File: src/rtl/mitchell_err_sweep_ctrl.sv
// -----------------------------------------------------------------------------
// mitchell_err_sweep_ctrl
//
// Exhaustive error-characterisation sequencer for an approximate N-bit unsigned
// multiplier. After an accepted start it drives every operand pair (x, y) of
// [0, 2^N)^2 into the multiplier under test, one pair per cycle with x as the
// outer loop. It compares each returned product against the exact product and
// accumulates error statistics, which stay readable until the next sweep.
//
// Parameters
//   N         operand width; products and error distances are 2N bits wide
//   PIPE_LAT  multiplier latency in cycles (0 = combinational multiplier)
//
// Ports
//   clk      in   1     clock, rising edge
//   rst      in   1     synchronous active-high reset (aborts a running sweep)
//   start    in   1     sweep request, accepted only while idle
//   busy     out  1     sweep in progress (issuing pairs or draining)
//   done     out  1     one-cycle pulse; statistics are final in this cycle
//   mul_x    out  N     operand X to the multiplier (registered)
//   mul_y    out  N     operand Y to the multiplier (registered)
//   mul_p    in   2N    multiplier product, valid PIPE_LAT cycles after operands
//   err_sum  out  4N    sum of |mul_p - x*y| over all pairs
//   err_cnt  out  2N+1  number of pairs with a nonzero error distance
//   max_err  out  2N    largest error distance seen
//   max_x    out  N     X of the first pair that reached max_err
//   max_y    out  N     Y of the first pair that reached max_err
// -----------------------------------------------------------------------------
module mitchell_err_sweep_ctrl #(
  parameter int N        = 8,
  parameter int PIPE_LAT = 0
) (
  input  logic             clk,
  input  logic             rst,
  input  logic             start,
  output logic             busy,
  output logic             done,
  output logic [N-1:0]     mul_x,
  output logic [N-1:0]     mul_y,
  input  logic [2*N-1:0]   mul_p,
  output logic [4*N-1:0]   err_sum,
  output logic [2*N:0]     err_cnt,
  output logic [2*N-1:0]   max_err,
  output logic [N-1:0]     max_x,
  output logic [N-1:0]     max_y
);

  typedef enum logic [1:0] {
    S_IDLE  = 2'd0,
    S_RUN   = 2'd1,
    S_DRAIN = 2'd2,
    S_DONE  = 2'd3
  } state_t;

  // Drain counter only needs to count to PIPE_LAT-1; keep at least one bit.
  localparam int DCW = (PIPE_LAT > 1) ? $clog2(PIPE_LAT) : 1;
  localparam logic [DCW-1:0] DRAIN_LAST = DCW'(PIPE_LAT > 0 ? PIPE_LAT - 1 : 0);
  localparam logic [2*N-1:0] K_LAST     = '1;
  // Delay-line word: {valid, x, y}
  localparam int TW = 2 * N + 1;

  state_t           state_q, state_d;
  logic [2*N-1:0]   k_q, k_d;
  logic [DCW-1:0]   drain_q, drain_d;
  logic             clear_stats;

  logic [4*N-1:0]   err_sum_q, err_sum_d;
  logic [2*N:0]     err_cnt_q, err_cnt_d;
  logic [2*N-1:0]   max_err_q, max_err_d;
  logic [N-1:0]     max_x_q, max_x_d;
  logic [N-1:0]     max_y_q, max_y_d;

  // ---------------------------------------------------------------------------
  // Sequencer FSM: next-state logic
  // ---------------------------------------------------------------------------
  always_comb begin
    state_d     = state_q;
    k_d         = k_q;
    drain_d     = drain_q;
    clear_stats = 1'b0;
    case (state_q)
      S_IDLE: begin
        if (start) begin
          state_d     = S_RUN;
          k_d         = '0;
          clear_stats = 1'b1;
        end
      end
      S_RUN: begin
        if (k_q == K_LAST) begin
          // Index stops at the last pair so the operands hold (2^N-1, 2^N-1).
          drain_d = '0;
          state_d = (PIPE_LAT == 0) ? S_DONE : S_DRAIN;
        end else begin
          k_d = k_q + 1'b1;
        end
      end
      S_DRAIN: begin
        if (drain_q == DRAIN_LAST) begin
          state_d = S_DONE;
        end else begin
          drain_d = drain_q + 1'b1;
        end
      end
      S_DONE: begin
        state_d = S_IDLE;
      end
      default: begin
        state_d = S_IDLE;
      end
    endcase
  end

  always_ff @(posedge clk) begin
    if (rst) begin
      state_q <= S_IDLE;
      k_q     <= '0;
      drain_q <= '0;
    end else begin
      state_q <= state_d;
      k_q     <= k_d;
      drain_q <= drain_d;
    end
  end

  assign busy  = (state_q == S_RUN) || (state_q == S_DRAIN);
  assign done  = (state_q == S_DONE);
  assign mul_x = k_q[2*N-1:N];
  assign mul_y = k_q[N-1:0];

  // ---------------------------------------------------------------------------
  // Operand delay line: aligns each pair with the product it produced.
  // The valid bit marks cycles in which a genuine pair was being issued.
  // ---------------------------------------------------------------------------
  logic [TW-1:0] cur_w;
  logic [TW-1:0] tap_w;

  assign cur_w = {(state_q == S_RUN), k_q};

  generate
    if (PIPE_LAT == 0) begin : g_nodly
      assign tap_w = cur_w;
    end else begin : g_dly
      for (genvar gi = 0; gi < PIPE_LAT; gi++) begin : g_stage
        logic [TW-1:0] stg_q;
        if (gi == 0) begin : g_first
          always_ff @(posedge clk) begin
            if (rst) stg_q <= '0;
            else     stg_q <= cur_w;
          end
        end else begin : g_next
          always_ff @(posedge clk) begin
            if (rst) stg_q <= '0;
            else     stg_q <= g_stage[gi-1].stg_q;
          end
        end
      end
      assign tap_w = g_stage[PIPE_LAT-1].stg_q;
    end
  endgenerate

  // ---------------------------------------------------------------------------
  // Error distance: magnitude compare first so the subtraction never wraps.
  // ---------------------------------------------------------------------------
  logic           tap_valid;
  logic [N-1:0]   tap_x, tap_y;
  logic [2*N-1:0] exact;
  logic [2*N-1:0] ed;
  logic           ed_nz;

  assign tap_valid = tap_w[2*N];
  assign tap_x     = tap_w[2*N-1:N];
  assign tap_y     = tap_w[N-1:0];
  assign exact     = {{N{1'b0}}, tap_x} * {{N{1'b0}}, tap_y};
  assign ed        = (mul_p >= exact) ? (mul_p - exact) : (exact - mul_p);
  assign ed_nz     = (ed != '0);

  // ---------------------------------------------------------------------------
  // Statistics accumulation
  // ---------------------------------------------------------------------------
  always_comb begin
    err_sum_d = err_sum_q;
    err_cnt_d = err_cnt_q;
    max_err_d = max_err_q;
    max_x_d   = max_x_q;
    max_y_d   = max_y_q;
    if (clear_stats) begin
      err_sum_d = '0;
      err_cnt_d = '0;
      max_err_d = '0;
      max_x_d   = '0;
      max_y_d   = '0;
    end else if (tap_valid) begin
      err_sum_d = err_sum_q + {{(2*N){1'b0}}, ed};
      err_cnt_d = err_cnt_q + {{(2*N){1'b0}}, ed_nz};
      // Strict compare: on a tie the earliest pair in sweep order is kept.
      if (ed > max_err_q) begin
        max_err_d = ed;
        max_x_d   = tap_x;
        max_y_d   = tap_y;
      end
    end
  end

  always_ff @(posedge clk) begin
    if (rst) begin
      err_sum_q <= '0;
      err_cnt_q <= '0;
      max_err_q <= '0;
      max_x_q   <= '0;
      max_y_q   <= '0;
    end else begin
      err_sum_q <= err_sum_d;
      err_cnt_q <= err_cnt_d;
      max_err_q <= max_err_d;
      max_x_q   <= max_x_d;
      max_y_q   <= max_y_d;
    end
  end

  assign err_sum = err_sum_q;
  assign err_cnt = err_cnt_q;
  assign max_err = max_err_q;
  assign max_x   = max_x_q;
  assign max_y   = max_y_q;

endmodule

File: config.mk
export PLATFORM = sky130hd
export DESIGN_NAME = mitchell_err_sweep_ctrl
export DESIGN_NICKNAME = d
export VERILOG_FILES = /design/src/rtl/mitchell_err_sweep_ctrl.sv
export SDC_FILE = /design/constraint.sdc
export NUM_CORES = 1
export LEC_CHECK = 0
export BUFFER_PORTS_ARGS = -buffer_cell sky130_fd_sc_hd__clkbuf_2
export CAP_MARGIN = 20
export CORE_ASPECT_RATIO = 1.25
export CORE_MARGIN = 2
export CORE_UTILIZATION = 45
export DETAILED_ROUTE_END_ITERATION = 10
export GPL_TIMING_DRIVEN = 1
export PLACE_DENSITY_LB_ADDON = 0.12
export SYNTH_ARGS = -nofsm -noshare
export SYNTH_HDL_FRONTEND = slang
export SYNTH_SLANG_ARGS = --single-unit
File: constraint.sdc
create_clock -name clk -period 11.6 [get_ports clk]
set_input_delay 1.16 -clock clk [delete_from_list [all_inputs] [get_ports clk]]
set_output_delay 1.16 -clock clk [all_outputs]
set_load 0.01 [all_outputs]
==> results_tabular.tex <==
\begin{tabular}{lr}
\hline
Metric & Value \\
\hline
\multicolumn{2}{l}{\textbf{Outcome}} \\
Status & finished clean \\
\multicolumn{2}{l}{\textbf{Setup path}} \\
Startpoint kind of the worst setup timing path & flop \\
Crit Reg-Reg Startpoint & k\_q[7]\$\_SDFFE\_PP0P\_ \\
Type of the setup path with the least slack & flop to flop \\
Highest net fanout along the worst path & 15 \\
Worst setup EP type & flop \\
Required time at the worst-slack endpoint & approximately 12 ns \\
Max stage delay on crit path & 0.84 ns \\
Critical-path cell with the highest stage delay & o31ai\_1 \\
Buffers plus inverters on the worst setup path & 4 \\
Critical path startpoint & k\_q[7]\$\_SDFFE\_PP0P\_ \\
CP arrival & $\sim$10 ns \\
Family of cells with the greatest summed delay on the critical path & compound AO/OA/AOI/OAI gates \\
\multicolumn{2}{l}{\textbf{Detailed routing}} \\
Vias after detailed routing & a little under 8000 \\
Number of iterations in the first detailed-routing pass & 5 \\
Wire length reported by the detailed router & 22.7 mm \\
DR WL/cell & roughly 15 µm \\
DRC Markers & 0 \\
Post-detailed-route via-to-cell ratio & approximately 5.3 \\
Remaining antenna violation count & 0 \\
Number of violations reported at the end of detailed-routing iteration 0 & approximately 400 \\
\multicolumn{2}{l}{\textbf{Place}} \\
Instance area after placement & 9830 µm² \\
Routability congestion estimate from global placement & approximately 0.86 \\
IO buf count & $\sim$120 \\
Sum of net half-perimeters after detailed placement & around 18 mm \\
Setup WS pre-CTS & 1.80 ns \\
\multicolumn{2}{l}{\textbf{Timing}} \\
Slew of the pin with the lowest slew margin & 1.09 ns \\
Least setup slack across all paths after layout & approximately 1.7 ns \\
Final critical delay including setup and external delays & 9.88 ns \\
Fraction of the cycle the final worst path needs & 85.2\% \\
Final-report hold violation count & 0 \\
Layout Skew & 0.0125 ns \\
Setup\_tns & 0 ns \\
Maximum clock rate & 101 MHz \\
Slew Limit Headroom & between 20\% and 30\% \\
Count of pins over their slew limit & 0 \\
Final count of negative-setup-slack endpoints & 0 \\
Setup repair after global routing missed its margin & no \\
\multicolumn{2}{l}{\textbf{Finish}} \\
Utilization after layout & roughly 50\% \\
Total inserted antenna cells & 0 \\
Final Net Count & 1364 \\
Area of all placed cells without fillers & $\sim$10000 µm² \\
Share of layout cells above drive strength 1 & 13.4\% \\
Synth-to-layout area growth & 10.9\% \\
Number of fillers in the final layout & $\sim$2000 \\
\multicolumn{2}{l}{\textbf{Floorplanning}} \\
Chip width & approximately 130 µm \\
I/O pin cnt & 118 \\
Die Footprint & $\sim$21000 µm² \\
Placement Rows & 58 \\
Placeable Area & roughly 20000 µm² \\
Starting utilization of the core area & 45.6\% \\
Vertical extent of the die & $\sim$160 µm \\
\multicolumn{2}{l}{\textbf{Synthesis}} \\
Area contributors post-synth & dfxtp\_1 22\%, ha\_1 14\%, fa\_1 8.3\% \\
Cell type contributing the most total cell area after synthesis & dfxtp\_1 \\
Yosys warns & 0 \\
Number of distinct standard cells referenced by the synthesized netlist & a little under 80 \\
Most common cell in the synthesized netlist & inv\_1 \\
Post-synth EDFFs & 0 \\
Syn Std Cell Area & 9130 µm² \\
Synthesized area per cell & around 8 µm² \\
Proportion of synthesized chip area in sequential cells & between 20\% and 30\% \\
Post-synthesis instance total & 1135 \\
Most used DFF post-synth & dfxtp\_1 \\
Register bit count reported by yosys & 99 \\
Synth top cells by count & 121 x inv\_1, 100 x ha\_1, 100 x nand2\_1, 99 x dfxtp\_1, 81 x nor2\_1 \\
Post-synthesis net count & about 1300 \\
Top-area cell type share of the netlist area & 21.7\% \\
Asr flop ratio synth & 0\% \\
\multicolumn{2}{l}{\textbf{Job}} \\
Count of max-cap constraint violations & 0 \\
\multicolumn{2}{l}{\textbf{Power and ir drop}} \\
Leakage component of the power & 4.64 nW \\
Worst IR drop on VDD & between 0.07 and 0.08 mV \\
Sum of internal, switching and leakage power & about 1.2 mW \\
Power density over cell area & between 100 and 150 nW/µm² \\
\multicolumn{2}{l}{\textbf{Global routing}} \\
Wire length of the first global-routing pass & 38.0 mm \\
Initial antenna violation count & 0 \\
GR Util All Layers & between 20 and 25\% \\
Remaining global-route overflow & 0 \\
Pin count of the biggest net entering global routing & 55 \\
Number of global-route vias before repair & between 7000 and 8000 \\
\multicolumn{2}{l}{\textbf{CTS}} \\
CTS Buf Count & 9 \\
Clock network latency to the later pin of the worst-skew pair & about 0.36 ns \\
Clock buffer depth & 2 \\
Maximum level of the CTS H-tree & 3 \\
Buffers inserted during post-CTS setup optimization & 0 \\
TritonCTS clock tree & yes \\
Clock transition at the registers of the reported paths & 0.08 ns \\
Number of gates given a new drive strength after cts & 0 \\
Clk sinks & a little under 100 \\
CTS Root Buffer Type & clkbuf\_16 \\
Count of hold buffers inserted by post-cts repair & 0 \\
\multicolumn{2}{l}{\textbf{Worst hold path}} \\
Class of the tightest hold or removal check & flop to flop \\
Worst hold start & max\_x[0]\$\_SDFFE\_PP0P\_ \\
\hline
\end{tabular}
[final timing paths]
| check | end | slack, ns | cells past startpoint |
|---|---|---|---|
| worst max-delay path | err_sum[24]$_SDFFE_PP0P_ | 1.72 | 38 |
| worst min-delay path | max_x[0]$_SDFFE_PP0P_ | 0.47 | 2 |
| worst max register to register | err_sum[24]$_SDFFE_PP0P_ | 1.72 | 38 |
| worst min register to register | max_x[0]$_SDFFE_PP0P_ | 0.47 | 2 |
[placed cells by master (no fill, tap or decap), types with 4 or more instances in the layout]
cell type / Yosys / routed
nand4_1: 17 / 17
o21a_1: 5 / 5
fa_1: 38 / 38
and2_1: 61 / 61
nand3b_1: 4 / 4
nor2b_1: 7 / 7
nor4_1: 5 / 5
and4_1: 5 / 5
ha_1: 100 / 100
or3_1: 9 / 9
clkbuf_16: 0 / 9
nor2_1: 81 / 81
o21ai_0: 52 / 52
nor3_1: 11 / 11
inv_1: 121 / 121
a31o_2: 4 / 4
nand3_1: 46 / 46
xor2_1: 28 / 28
o21bai_1: 11 / 11
a31oi_1: 7 / 7
a21oi_1: 64 / 63
clkbuf_2: 0 / 117
and3_1: 15 / 15
dfxtp_1: 99 / 99
mux2i_1: 22 / 22
nand2b_1: 16 / 16
a211oi_1: 17 / 17
xnor2_1: 38 / 38
a21o_1: 16 / 15
nand2_1: 100 / 100
o31ai_1: 8 / 8
o21ai_1: 4 / 4
[through the flow]
step           instances  hold slack [ns]
6_report            1482            0.473
3_5_place_dp        1466            0.465
4_1_cts             1482            0.477
3_3_place_gp        1466            0.455
5_1_grt             1482            0.495
2_1_floorplan       1135            0.486
[layout make-up]
class / count / area [µm²] / area share, %
clock buffers: 9 / 225 / 2.22
clock inverters: 7 / 71.3 / 0.704
inverters: 122 / 458 / 4.52
multi-input cells: 855 / 6440 / 63.6
flip-flops and latches: 99 / 1980 / 19.6
well taps: 270 / 338 / 3.34
repair buffers: 120 / 608 / 6.00
[layer usage]
metal  vias up  track usage [%]  part of all wire (%)
met1      3714             28.5                    46
met5         -                0                     0
met3        21             2.14                   3.7
met4         0             6.97                   1.9
met2       160             36.9                    48
li1       4006                -                     -
[logic make-up (layout without fill, tap and decap cells)]
family | count (synthesis) | after routing | synth area share (%)
AND/OR/NAND/NOR | 391 | 391 | 21.8
AO/OA/AOI/OAI | 233 | 233 | 16.9
buffers and inverters | 181 | 258 | 7.95
adder cells (fa/ha/maj) | 140 | 140 | 22.3
flip-flops | 99 | 99 | 21.7
XOR/XNOR | 69 | 69 | 7.00
multiplexers | 22 | 22 | 2.41
[flip-flops by register name, summed over array words and instances (netlist names)]
name	flops
err_sum	32
err_cnt	17
k_q	16
max_err	16
max_x	8
max_y	8
state_q	2
[tightest hold or removal path, cell delays in order (launching register included)]
cell and delay [ns]:
dfxtp_1 0.31, nand3_1 0.05, o21ai_0 0.06
[report_power, final]
part	switching (mW)	internal [mW]	total [mW]
sequential	0.0429	0.375	0.418
combinational	0.311	0.191	0.502
clock	0.149	0.152	0.300
total	0.503	0.718	1.22
Power figures use the tool's default switching activity.
